## src/rtl/joy_db15_frame_reader.sv

```systemverilog
// Serial frame reader for the DB15 UserIO joystick adapter: drives the shift clock and
// load strobe, deserialises 24 bits and publishes both joystick words atomically.
module joy_db15_frame_reader #(
  parameter int CLK_DIV   = 64,
  parameter int GAP_TICKS = 16
) (
  input  logic        clk,
  input  logic        reset,
  input  logic        enable,
  input  logic        JOY_DATA,
  output logic        JOY_CLK,
  output logic        JOY_LOAD,
  output logic [15:0] joystick1,
  output logic [15:0] joystick2,
  output logic        present,
  output logic        frame_done
);

  localparam int DIV_W = $clog2(CLK_DIV);
  localparam int GAP_W = (GAP_TICKS > 1) ? $clog2(GAP_TICKS) : 1;
  localparam logic [DIV_W-1:0] DIV_LAST = DIV_W'(CLK_DIV - 1);
  localparam logic [GAP_W-1:0] GAP_LAST = GAP_W'(GAP_TICKS - 1);
  localparam logic [4:0]       BIT_LAST = 5'd23;

  typedef enum logic [1:0] {ST_GAP, ST_LOAD, ST_SHIFT, ST_DONE} state_t;

  state_t           state;
  logic [DIV_W-1:0] div_cnt;
  logic [GAP_W-1:0] gap_cnt;
  logic [4:0]       bit_idx;
  logic             phase;
  logic [23:0]      raw;
  logic [1:0]       data_sync;
  logic             tick;

  assign tick = (div_cnt == DIV_LAST);

  // NOTE: sequential state uses non-blocking assignments so every flop samples pre-edge values.
  always_ff @(posedge clk or posedge reset) begin
    if (reset) data_sync <= 2'b11;
    else       data_sync <= {data_sync[0], JOY_DATA};
  end

  // The divider pauses for the single DONE clk, so each frame costs exactly one extra clk.
  always_ff @(posedge clk or posedge reset) begin
    if (reset)                  div_cnt <= '0;
    else if (state != ST_DONE)  div_cnt <= tick ? '0 : div_cnt + 1'b1;
  end

  always_ff @(posedge clk or posedge reset) begin
    if (reset) begin
      state      <= ST_GAP;
      gap_cnt    <= '0;
      bit_idx    <= '0;
      phase      <= 1'b0;
      raw        <= '0;
      JOY_CLK    <= 1'b1;
      JOY_LOAD   <= 1'b1;
      joystick1  <= '0;
      joystick2  <= '0;
      present    <= 1'b0;
      frame_done <= 1'b0;
    end else begin
      frame_done <= 1'b0;
      if (!enable) begin
        // Abandon any frame in flight and park the bus idle-high.
        state     <= ST_GAP;
        gap_cnt   <= '0;
        bit_idx   <= '0;
        phase     <= 1'b0;
        raw       <= '0;
        JOY_CLK   <= 1'b1;
        JOY_LOAD  <= 1'b1;
        joystick1 <= '0;
        joystick2 <= '0;
        present   <= 1'b0;
      end else begin
        case (state)
          ST_GAP: if (tick) begin
            if (gap_cnt == GAP_LAST) begin
              gap_cnt  <= '0;
              phase    <= 1'b0;
              JOY_LOAD <= 1'b0;
              state    <= ST_LOAD;
            end else begin
              gap_cnt <= gap_cnt + 1'b1;
            end
          end
          ST_LOAD: if (tick) begin
            if (phase) begin
              phase    <= 1'b0;
              bit_idx  <= '0;
              JOY_LOAD <= 1'b1;
              state    <= ST_SHIFT;
            end else begin
              phase <= 1'b1;
            end
          end
          ST_SHIFT: if (tick) begin
            if (!phase) begin
              raw[bit_idx] <= data_sync[1];
              JOY_CLK      <= 1'b0;
              phase        <= 1'b1;
            end else begin
              // Rising edge here makes the adapter present the next bit.
              JOY_CLK <= 1'b1;
              phase   <= 1'b0;
              if (bit_idx == BIT_LAST) state   <= ST_DONE;
              else                     bit_idx <= bit_idx + 1'b1;
            end
          end
          ST_DONE: begin
            // An all-zero wire means a shorted data line, reported as absent.
            if (raw == '0) begin
              joystick1 <= '0;
              joystick2 <= '0;
              present   <= 1'b0;
            end else begin
              joystick1 <= {4'b0000, ~raw[11:0]};
              joystick2 <= {4'b0000, ~raw[23:12]};
              present   <= 1'b1;
            end
            frame_done <= 1'b1;
            gap_cnt    <= '0;
            state      <= ST_GAP;
          end
          default: state <= ST_GAP;
        endcase
      end
    end
  end

endmodule

```

## config.mk

```make
export PLATFORM = sky130hd
export DESIGN_NAME = joy_db15_frame_reader
export DESIGN_NICKNAME = d
export VERILOG_FILES = /design/src/rtl/joy_db15_frame_reader.sv
export SDC_FILE = /design/constraint.sdc
export NUM_CORES = 1
export LEC_CHECK = 0
export ABC_AREA = 1
export CAP_MARGIN = 20
export CORE_ASPECT_RATIO = 0.7
export CORE_MARGIN = 2
export CORE_UTILIZATION = 35
export DETAILED_ROUTE_END_ITERATION = 10
export GPL_ROUTABILITY_DRIVEN = 0
export PLACE_DENSITY = 0.55
export SLEW_MARGIN = 20
export SYNTH_ARGS = -nofsm -noshare
export SYNTH_HDL_FRONTEND = slang
export SYNTH_SLANG_ARGS = --single-unit
```

## constraint.sdc

```tcl
create_clock -name clk -period 3.3 [get_ports clk]
set_input_delay 0.66 -clock clk [delete_from_list [all_inputs] [get_ports clk]]
set_output_delay 0.66 -clock clk [all_outputs]
set_load 0.05 [all_outputs]
```

==> results by stage <==
Run status:
- The flow ran to the end, and the final reports show no timing, DRC or antenna violations.

Critical path:
- Along the worst path, the maximum fanout reaches 25.
- The largest stage delay on the critical path is between 0.7 and 0.8 ns.
- STA classifies the critical path startpoint as a register.
- In this design, the critical path's most frequently occurring cell is inv_1.
- The signal on the critical path passes through inv_1 > ha_1 > inv_1 > o21ai_2 > nand2_4 > a21oi_1 > o21ai_0.
- In this run the critical register-to-register path is launched from state[0].
- The critical path's slowest cell is o21ai_2.
- The terminus of the critical flop-to-flop path is raw[5].
- Data on the critical path is required at its endpoint by 3.51 ns.
- The critical path capture point is raw[5].
- The critical path starts at state[0].
- The data arrival time at the worst-slack endpoint is 2.59 ns.
- The number of cells on the worst reg-to-reg path is 7.
- The category of the most critical setup path is register to register.
- STA classifies the critical path endpoint as a register.
- Setup slack on the worst reg-to-reg path comes out at between 0.9 and 1 ns.

Timing:
- The final max-slew violation count is 0.
- Setup repair after global routing left no endpoint under its margin.
- The actual slew at the worst max-slew pin is between 0.9 and 1 ns.
- In the finished design, the share of the clock period the worst path needs comes to 0.723.
- The maximum clock rate is 419 MHz.
- For the final database, setup skew stands at 0.00865 ns.
- Setup violations remaining at the end of the flow were counted as 0.
- The number of hold violations in the final report is 0.
- The worst path needs 2.39 ns of the cycle, external delays included.
- Adding up every negative setup slack in the final design gives 0 ns.
- Measured against its own limit, the worst slew margin works out to 0.336.

Final layout:
- The filler cells instantiated in the layout total about 1.1k.
- The fraction of final layout cells with drive strength greater than 1 is 0.0722.
- The final cell count without fillers is ~680.
- Once layout is done, the placed cells without fillers occupy ~4600 um2.
- The number of antenna diodes in the final layout is 0.
- From synthesis to final layout, the design area changed by 19.2%.
- The final-stage net count is 535.

Clock tree:
- Once the clock tree was built, the resizer swapped 0 gates to a different size.
- The total clock buffers created by CTS is 9.
- The tree built by TritonCTS fans out to just over 70 sinks.
- The clock edge transition at the registers on the reported setup and hold paths is roughly 0.060 ns.
- The H-tree generated during clock tree synthesis spans 3 levels.
- No sink is reached through more buffers than the 2 on the longest clock path.
- Buffers added to address setup during post-CTS repair amount to 0.
- The clock tree root driver cell is clkbuf_16.
- The number of hold buffers added after CTS was 0.
- The clock reaches the later pin of the worst-skew pair after approximately 0.34 ns.
- The CTS tree is built.

Logic synthesis:
- Of the synthesized area, sequential elements account for 0.469.
- Counting distinct cell types in the post-synthesis netlist gives 31.
- Sorting the synthesized cells by how often they occur yields nand2_1 (112), inv_1 (72), dfrtp_1 (68).
- The count of mapped cells out of synthesis is 497.
- The largest total area in the synthesized netlist belongs to dfrtp_1.
- The synthesized area is between 3000 and 4000 um2.
- The synthesized design contains 0 enable-type register cells.
- For this run, the number of Yosys warnings is 0.
- Ranked by total cell area, the synthesized netlist is headed by dfrtp_1 (44%), nand2_1 (11%), inv_1 (7.0%), nand3_1 (5.7%), nand4_1 (4.9%).
- The average instance in the mapped netlist occupies between 7 and 8 um2.
- After synthesis the netlist holds a flip-flop and latch count of 72.
- In the synthesized netlist the async set-or-reset flop fraction comes to 1.00.
- The most common flop cell mapped by yosys is dfrtp_1.
- The most repeated cell in the gate-level netlist after synthesis is nand2_1.
- The area share of the leading cell type in the synthesized netlist is 0.441.

Flow run:
- The number of max-capacitance violations reported is 0.

GRT:
- The wire length of the first global-routing pass is 14.7 mm.
- For this run, the total global-route usage over all layers was measured as 0.156.
- The total overflow left after global routing is 0.
- The number of antenna violations at the first check in global routing was 0.
- The via count of the first global-routing pass is a little over 3k.
- The largest net degree at the start of global routing is 49.

Placement:
- The area after detailed placement is between 4000 and 5000 um2.
- In this run the tool buffered the top-level ports with 31 buffer cells.
- Summed over all nets, the half-perimeter wirelength after detailed placement is 6.00 mm.
- The number of placed cells counting well taps is roughly 660.

Power:
- Overall power consumption after layout is estimated at about 3.1 mW.
- The maximum vdd drop is ~270 uV.
- The leakage power summed over all cells is between 2 and 2.5 nW.
- In this run the power density over the cells is 677 nW/um2.

Drt:
- The number of optimization iterations in the first detailed-route pass is 4.
- The first routing iteration left ~180 violations.
- The via count normalized by instance count is between 4 and 5.
- The final wirelength is between 8 and 9 mm.
- The count of nets left with antenna violations once routing finished came out at 0.
- Dividing the detail-routed wire length by the instance count gives about 12 um.
- The post-detailed-route DRC marker count is 0.
- The total via count after detailed routing is approximately 3.2k.

Floorplanning:
- The floorplan step set the die height to a little over 90 um.
- The effective utilization at floorplan is 0.354.
- Pin placement for this block handled 40 I/O pins.
- The die area is 11,900 um2.
- The x dimension of the die is between 100 and 150 um.
- The initialized floorplan defines 32 standard-cell rows.
- The area of the core is between 10,000 and 15,000 um2.

Hold path:
- The min-delay analysis places its worst path in the category register to register.
flip-flops by register name (all words and copies together), names as in the netlist, 2 cells and up:
name and flops:
raw 24, joystick1 12, joystick2 12, div_cnt 6
bit_idx 5, gap_cnt 4, data_sync 2, state 2
cell type report:
class,count,area [um2],share of cell area
multi-input combinational,330,1630,0.355
sequential,72,1810,0.393
timing repair buffer,34,345,0.0751
clock buffer,12,267,0.0580
inverter,74,280,0.0610
tap,153,191,0.0417
clock inverter,4,75.1,0.0163
cells by family (layout without fill, tap and decap cells):
| group | count (synthesis) | count (layout) | synth area share |
|---|---|---|---|
| other | 1 | 8 | 0.000973 |
| flip-flops | 72 | 72 | 0.469 |
| adder cells (fa/ha/maj) | 10 | 10 | 0.0325 |
| XOR/XNOR | 3 | 3 | 0.00682 |
| buffers and inverters | 102 | 124 | 0.115 |
| AO/OA/AOI/OAI | 63 | 63 | 0.0925 |
| AND/OR/NAND/NOR | 246 | 246 | 0.283 |
per-layer routing:
metal  global-route usage  wire length (um)
met1                0.228              4540
met2                0.223              3340
met3               0.0414               370
met4               0.0538                94
met5                    0                 0
per-stage QoR:
step                      setup WS, ns  utilization  hold WS [ns]
after CTS                        0.955        0.422         0.355
after global routing             0.682        0.422         0.359
after global placement           0.646        0.391         0.347
final                            0.914        0.422         0.354
after floorplan                  0.822            -         0.345
after detailed placement         0.615        0.391         0.347
critical path, delay by kind of cell, from the launching register on:
family | cells | cell delay [ns]
simple gates | 1 | 0.33
compound gates | 3 | 1.06
fa+ha+maj | 1 | 0.21
flops | 1 | 0.42
buf+inv | 2 | 0.20
layout by cell type (no fill, tap or decap), types with 2 or more instances in the layout:
| cell type | instances |
|---|---|
| conb_1 | 8 |
| ha_1 | 10 |
| clkinvlp_4 | 2 |
| nand3_1 | 44 |
| clkdlybuf4s50_1 | 31 |
| nor3_1 | 2 |
| nor2_2 | 4 |
| clkbuf_8 | 3 |
| xor2_1 | 3 |
| o21ai_2 | 2 |
| bufinv_16 | 2 |
| inv_1 | 71 |
| nand4_1 | 30 |
| nor2_1 | 49 |
| dfrtp_1 | 68 |
| o21ai_1 | 23 |
| nand2_1 | 112 |
| dfstp_2 | 4 |
| a21oi_1 | 16 |
| clkbuf_16 | 9 |
| nand3_2 | 2 |
| buf_4 | 2 |
| o21ai_0 | 17 |
power breakdown:
| group | internal, mW | switching (mW) | leakage, nW |
|---|---|---|---|
| registers | 1.01 | 0.0967 | 0.971 |
| logic | 0.274 | 0.641 | 1.10 |
| clock network | 0.723 | 0.367 | 0.161 |
worst min path at each step:
stage               slack (ns)            to  cells after the start          from
floorplan                 0.35  data_sync[1]                      0  data_sync[0]
global placement          0.35  data_sync[1]                      0  data_sync[0]
detailed placement        0.35  data_sync[1]                      0  data_sync[0]
CTS                       0.35  data_sync[1]                      0  data_sync[0]
global route              0.36  data_sync[1]                      0  data_sync[0]
finish                    0.35  data_sync[1]                      0  data_sync[0]
Power figures use the tool's default switching activity.
